===== src/rtl/alu_pkg.sv =====
// alu_pkg -- shared widths, mode codes and solver state encoding for alu_solver.
// Rev 1.0
`default_nettype none

package alu_pkg;

  localparam int OP_W   = 4;
  localparam int RES_W  = 9;
  localparam int DVSR_W = 5;
  localparam int REM_W  = 6;

  localparam logic [1:0] MODE_ADD = 2'b00;
  localparam logic [1:0] MODE_SUB = 2'b01;
  localparam logic [1:0] MODE_MUL = 2'b10;
  localparam logic [1:0] MODE_LIN = 2'b11;

  localparam logic [3:0] DIV_ITER_LAST = 4'd8;

  typedef enum logic [1:0] {
    ST_IDLE = 2'd0,
    ST_PREP = 2'd1,
    ST_DIV  = 2'd2,
    ST_DONE = 2'd3
  } solver_state_t;

  function automatic logic [RES_W-1:0] zext_op(input logic [OP_W-1:0] v);
    return {{(RES_W-OP_W){1'b0}}, v};
  endfunction

endpackage

`default_nettype wire


===== src/rtl/alu_solver_div.sv =====
// alu_solver_div -- 9-bit by 5-bit restoring divider, one quotient bit per step.
// Rev 1.0
`default_nettype none

module alu_solver_div
  import alu_pkg::*;
(
  input  logic              clk,
  input  logic              rst_n,
  input  logic              load,
  input  logic              step,
  input  logic              last,
  input  logic [RES_W-1:0]  dividend,
  input  logic [DVSR_W-1:0] divisor,
  output logic [RES_W-1:0]  quo,
  output logic [REM_W-1:0]  rem
);

  logic [RES_W-1:0]  r_shift;
  logic [RES_W-1:0]  r_quo;
  logic [REM_W-1:0]  r_rem;
  logic [DVSR_W-1:0] r_divisor;

  logic [REM_W-1:0]  w_trial;
  logic              w_fits;
  logic [REM_W-1:0]  w_rem_nxt;
  logic [RES_W-1:0]  w_quo_nxt;

  // Remainder stays below the divisor (max 30), so its top bit is always free for the shift-in.
  assign w_trial   = {r_rem[REM_W-2:0], r_shift[RES_W-1]};
  assign w_fits    = (w_trial >= {1'b0, r_divisor});
  assign w_rem_nxt = w_fits ? (w_trial - {1'b0, r_divisor}) : w_trial;
  assign w_quo_nxt = {r_quo[RES_W-2:0], w_fits};

  always_ff @(posedge clk) begin
    if (!rst_n) begin
      r_shift   <= '0;
      r_quo     <= '0;
      r_rem     <= '0;
      r_divisor <= '0;
    end else if (load) begin
      r_shift   <= dividend;
      r_quo     <= '0;
      r_rem     <= '0;
      r_divisor <= divisor;
    end else if (step) begin
      r_shift   <= {r_shift[RES_W-2:0], 1'b0};
      r_quo     <= w_quo_nxt;
      r_rem     <= w_rem_nxt;
    end
  end

  // On the final step the finished result is presented before it is registered.
  assign quo = (step && last) ? w_quo_nxt : r_quo;
  assign rem = (step && last) ? w_rem_nxt : r_rem;

endmodule

`default_nettype wire


===== src/rtl/alu_solver.sv =====
// alu_solver -- recovers the unknown 4-bit ALU operand from a 9-bit result and mode.
// Rev 1.0
`default_nettype none

module alu_solver
  import alu_pkg::*;
(
  input  logic             clk,
  input  logic             rst_n,
  input  logic             start,
  input  logic [1:0]       mode,
  input  logic [OP_W-1:0]  a,
  input  logic [OP_W-1:0]  b,
  input  logic [RES_W-1:0] r,
  output logic             busy,
  output logic             done,
  output logic [OP_W-1:0]  u,
  output logic             exact,
  output logic             div0
);

  solver_state_t r_state;
  solver_state_t w_state_nxt;

  logic [1:0]        r_mode;
  logic [OP_W-1:0]   r_a;
  logic [OP_W-1:0]   r_b;
  logic [RES_W-1:0]  r_r;
  logic [3:0]        r_cnt;
  logic [OP_W-1:0]   r_u;
  logic              r_exact;
  logic              r_div0;

  logic              w_accept;
  logic [RES_W-1:0]  w_diff_add;
  logic [RES_W-1:0]  w_diff_sub;
  logic [RES_W-1:0]  w_dividend;
  logic [DVSR_W-1:0] w_divisor;
  logic              w_div_zero;
  logic              w_r_lt_b;
  logic              w_use_div;
  logic              w_div_load;
  logic              w_div_step;
  logic              w_div_last;
  logic [RES_W-1:0]  w_quo;
  logic [REM_W-1:0]  w_rem;

  assign w_accept   = ((r_state == ST_IDLE) || (r_state == ST_DONE)) && start;
  assign w_diff_add = r_r - zext_op(r_a);
  assign w_diff_sub = zext_op(r_a) - r_r;
  assign w_r_lt_b   = (r_r < zext_op(r_b));
  assign w_divisor  = (r_mode == MODE_LIN) ? {r_a, 1'b0} : {1'b0, r_a};
  assign w_dividend = (r_mode == MODE_LIN) ? (r_r - zext_op(r_b)) : r_r;
  assign w_div_zero = (w_divisor == '0);
  // A zero divisor wins over r<B so div0 always flags A=0 in the multiply modes.
  assign w_use_div  = r_mode[1] && !w_div_zero && !((r_mode == MODE_LIN) && w_r_lt_b);
  assign w_div_load = (r_state == ST_PREP) && w_use_div;
  assign w_div_step = (r_state == ST_DIV);
  assign w_div_last = (r_cnt == 4'd0);

  alu_solver_div u_div (
    .clk      (clk),
    .rst_n    (rst_n),
    .load     (w_div_load),
    .step     (w_div_step),
    .last     (w_div_last),
    .dividend (w_dividend),
    .divisor  (w_divisor),
    .quo      (w_quo),
    .rem      (w_rem)
  );

  always_ff @(posedge clk) begin
    if (!rst_n) r_state <= ST_IDLE;
    else        r_state <= w_state_nxt;
  end

  always_comb begin
    w_state_nxt = r_state;
    case (r_state)
      ST_IDLE: if (w_accept) w_state_nxt = ST_PREP;
      ST_PREP: w_state_nxt = w_use_div ? ST_DIV : ST_DONE;
      ST_DIV:  if (w_div_last) w_state_nxt = ST_DONE;
      ST_DONE: w_state_nxt = w_accept ? ST_PREP : ST_IDLE;
      default: w_state_nxt = ST_IDLE;
    endcase
  end

  always_comb begin
    busy = (r_state == ST_PREP) || (r_state == ST_DIV);
    done = (r_state == ST_DONE);
  end

  always_ff @(posedge clk) begin
    if (!rst_n) begin
      r_mode  <= '0;
      r_a     <= '0;
      r_b     <= '0;
      r_r     <= '0;
      r_cnt   <= '0;
      r_u     <= '0;
      r_exact <= 1'b0;
      r_div0  <= 1'b0;
    end else begin
      if (w_accept) begin
        r_mode  <= mode;
        r_a     <= a;
        r_b     <= b;
        r_r     <= r;
        r_u     <= '0;
        r_exact <= 1'b0;
        r_div0  <= 1'b0;
      end
      case (r_state)
        ST_PREP: begin
          r_cnt <= DIV_ITER_LAST;
          case (r_mode)
            MODE_ADD: begin
              r_u     <= w_diff_add[OP_W-1:0];
              r_exact <= (r_r >= zext_op(r_a)) && (w_diff_add < RES_W'(16));
            end
            MODE_SUB: begin
              r_u     <= w_diff_sub[OP_W-1:0];
              r_exact <= (w_diff_sub < RES_W'(16));
            end
            default: if (w_div_zero) r_div0 <= 1'b1;
          endcase
        end
        ST_DIV: begin
          r_cnt <= r_cnt - 4'd1;
          if (w_div_last) begin
            r_u     <= w_quo[OP_W-1:0];
            r_exact <= (w_rem == '0) && (w_quo < RES_W'(16));
          end
        end
        default: ;
      endcase
    end
  end

  assign u     = r_u;
  assign exact = r_exact;
  assign div0  = r_div0;

endmodule

`default_nettype wire


===== config.mk =====
export PLATFORM = sky130hd
export DESIGN_NAME = alu_solver
export DESIGN_NICKNAME = d
export VERILOG_FILES = /design/src/rtl/alu_pkg.sv /design/src/rtl/alu_solver_div.sv /design/src/rtl/alu_solver.sv
export SDC_FILE = /design/constraint.sdc
export NUM_CORES = 1
export LEC_CHECK = 0
export ABC_AREA = 1
export BUFFER_PORTS_ARGS = -buffer_cell sky130_fd_sc_hd__buf_2
export CAP_MARGIN = 25
export CORE_MARGIN = 10
export CORE_UTILIZATION = 35
export DETAILED_ROUTE_END_ITERATION = 12
export PLACE_DENSITY = 0.58
export SYNTH_ARGS = -nofsm -noshare
export SYNTH_HDL_FRONTEND = slang
export SYNTH_SLANG_ARGS = --single-unit
export TNS_END_PERCENT = 50

===== constraint.sdc =====
create_clock -name clk -period 4.6 [get_ports clk]
set_clock_uncertainty 0.15 [all_clocks]
set_input_delay 0.46 -clock clk [delete_from_list [all_inputs] [get_ports clk]]
set_output_delay 0.46 -clock clk [all_outputs]
set_load 0.02 [all_outputs]

==> run metrics <==
HPWL after detailed placement=7.256 mm; #FFs+latches synth=58; share of layout cells above drive strength 1=11.34%; Tmin final=2431 ps; fin nets=618; clock transition at the registers of the reported paths=70 ps; Die Span Y=122.8 um; synthesized instance count=546; area grow syn2layout=12.11%; CTS Hold Bufs=0; Post-Route WL=9.415 mm; count leader, synth=nand2_1; setup TNS=0 ps; CP Cell Sequence=inv_1 -> ha_1 -> fa_1 -> inv_1 -> a21oi_1 -> o21ai_0 -> nor3_1 -> xor2_1 -> o21ai_1 -> a21oi_1; hold depth=3; R2R setup slack=2170 ps; register area share after synthesis=31.39%; DRT iter0 DRCs=260; all-layer global routing usage=13.21%; initial antenna violation count=0; Post-Syn Nets=596; Worst Hold Launch=b[0]; area share of the largest cell type after synthesis=31.39%; Fin. Hold Viols=0; total number of clock tree sinks=58; first-pass GRT wire length=16.13 mm; Final Instance Count excl. Fillers=709; relative slew slack=63.75%; run status=finished, final reports clean; GRT overflow=0; vias in the first global route=3312; worst skew pair latency=350 ps; Synth Flop Type=dfxtp_1; Worst Path Max Fanout=3; final hold slack=182.9 ps; wire per inst=13.28 um; postcts setup bufs=0; ANT cells=0; worst min path class=primary input to register; Vias=3498; number of synthesized flops with an enable pin=0; Port-buffer cells=29; floorplan row count=37; dominant cells by area after synthesis=dfxtp_1 (31%), nand2_1 (13%), ha_1 (8.1%); core area=0.01032 mm^2; CTS Buf Count=9; Placed Cells=693; Die Wd=122.8 um; Least-Margin Pin Slew=543.7 ps; Final Max Slew Viols=0; maximum root-to-sink buffer count=2; Hold Path End=r_b[0]; Die ar.=0.01508 mm^2; Filler cells=1086; crit path launch type=register; Crit Path Class=register to register; DRC=0; H-tree depth=3; P_leak=1.916 nW; PostCTS Resize Cnt=0; Syn Area/Cell=6.774 um^2; P per Cell Area=696.4 mW/mm^2; worst vdd ir=0.3466 mV; RR Startpoint=r_r[0]; Worst path max stage delay=400 ps; worst r2r dst=u_div.r_shift[8]; Worst Setup End Kind=register; largest net degree at the start of global routing=35; Slowest cell on crit path=fa_1; Starting Density=35.83%; endpoints failing setup=0; # IOs=30; CP required=4670 ps; cell taking the most area after synthesis=dfxtp_1; worst-case reg-to-reg path depth=10; Final Cycle Share=52.84%; most frequent cells after synthesis=nand2_1 (124), inv_1 (71), dfxtp_1 (58); CTS tree=yes; max-cap violation count=0; Clock Root Buffer=clkbuf_8; crit path DAT=2500 ps; library cells used by synthesis=37; GP Congestion=0.8658; cell area after synthesis=0.003699 mm^2; RSZ-0062 raised after global routing=no; drt pass-1 iters=5; YS warnings=0; fmax=411.4 MHz; ys async rst share=0%; ANT nets after route=0; drt via density=4.934
-- through the flow --
stage               utilization (%)  cell area [um^2]  setup WS, ps  total power [mW]
floorplan                         -              3699          2534             1.999
global placement              37.86              3909          2129             2.329
detailed placement            38.13              3936          2181             2.374
CTS                           40.16              4146          2171             2.901
global route                  40.16              4146          1894             3.196
finish                        40.16              4146          2169             2.888
-- final cells by class --
type	instances	area, um^2	area share [%]
clock buffers	11	131.4	3.168
multi-input cells	393	2143	51.69
flip-flops and latches	58	1161	28.00
inverters	75	281.5	6.789
repair buffers	31	180.2	4.345
clock inverters	5	78.83	1.901
well taps	136	170.2	4.104
-- power breakdown --
group	leakage, nW	internal (mW)	switching, mW	total, mW
clock network	0.107	0.304	0.213	0.517
logic	1.33	0.550	1.06	1.61
registers	0.475	0.642	0.119	0.761
total	1.92	1.50	1.39	2.89
-- state kept, by name, indices dropped and copies added, names as in the netlist --
name             count
u_div.r_divisor      5
r_b                  4
r_a                  4
u_div.r_quo          8
r_mode               2
u                    4
div0                 1
exact                1
u_div.r_rem          5
u_div.r_shift        9
r_state              2
r_r                  9
r_cnt                4
-- critical path: cells and delay by family (launching register included) --
kind,cells,cell delay (ps)
XOR/XNOR,1,160
flip-flops,1,370
AND/OR/NAND/NOR,1,110
adder cells (fa/ha/maj),2,620
buffers and inverters,2,170
AO/OA/AOI/OAI,4,710
-- cell families after synthesis --
group           Yosys count  synth area share, %
buf+inv                  95                10.66
simple gates            234                27.54
flops                    58                31.39
compound gates          123                18.23
fa+ha+maj                28                10.28
xor+xnor                  8                1.895
-- per-layer routing --
layer / GRT usage (%) / part of all wire (%)
met4: 4.492 / 1.6
met2: 20.52 / 46
met3: 3.444 / 5.1
met1: 17.36 / 48
met5: 0 / 0
-- layout by cell type (no fill, tap or decap), types with 9 or more instances in the layout --
| cell type | instances |
|---|---|
| a21oi_1 | 54 |
| o21ai_1 | 10 |
| nand3_1 | 38 |
| nor2_1 | 50 |
| o21ai_0 | 40 |
| clkbuf_8 | 9 |
| dfxtp_1 | 58 |
| nand2_1 | 124 |
| buf_2 | 29 |
| inv_1 | 71 |
| ha_1 | 24 |
-- how the worst max path moves through the flow --
| stage | depth (start not counted) | slack, ps | to | startpoint |
|---|---|---|---|---|
| 5_1_grt | 16 | 1890 | exact | r_a[0] |
| 3_5_place_dp | 9 | 2180 | u_div.r_shift[8] | r_r[1] |
| 6_report | 10 | 2170 | u_div.r_shift[8] | r_r[0] |
| 2_1_floorplan | 10 | 2530 | u_div.r_shift[8] | r_r[0] |
| 4_1_cts | 9 | 2170 | u_div.r_shift[8] | r_r[1] |
| 3_3_place_gp | 6 | 2130 | r_b[1] | r_state[0] |
Note: power is estimated with default switching activity, not from simulation.
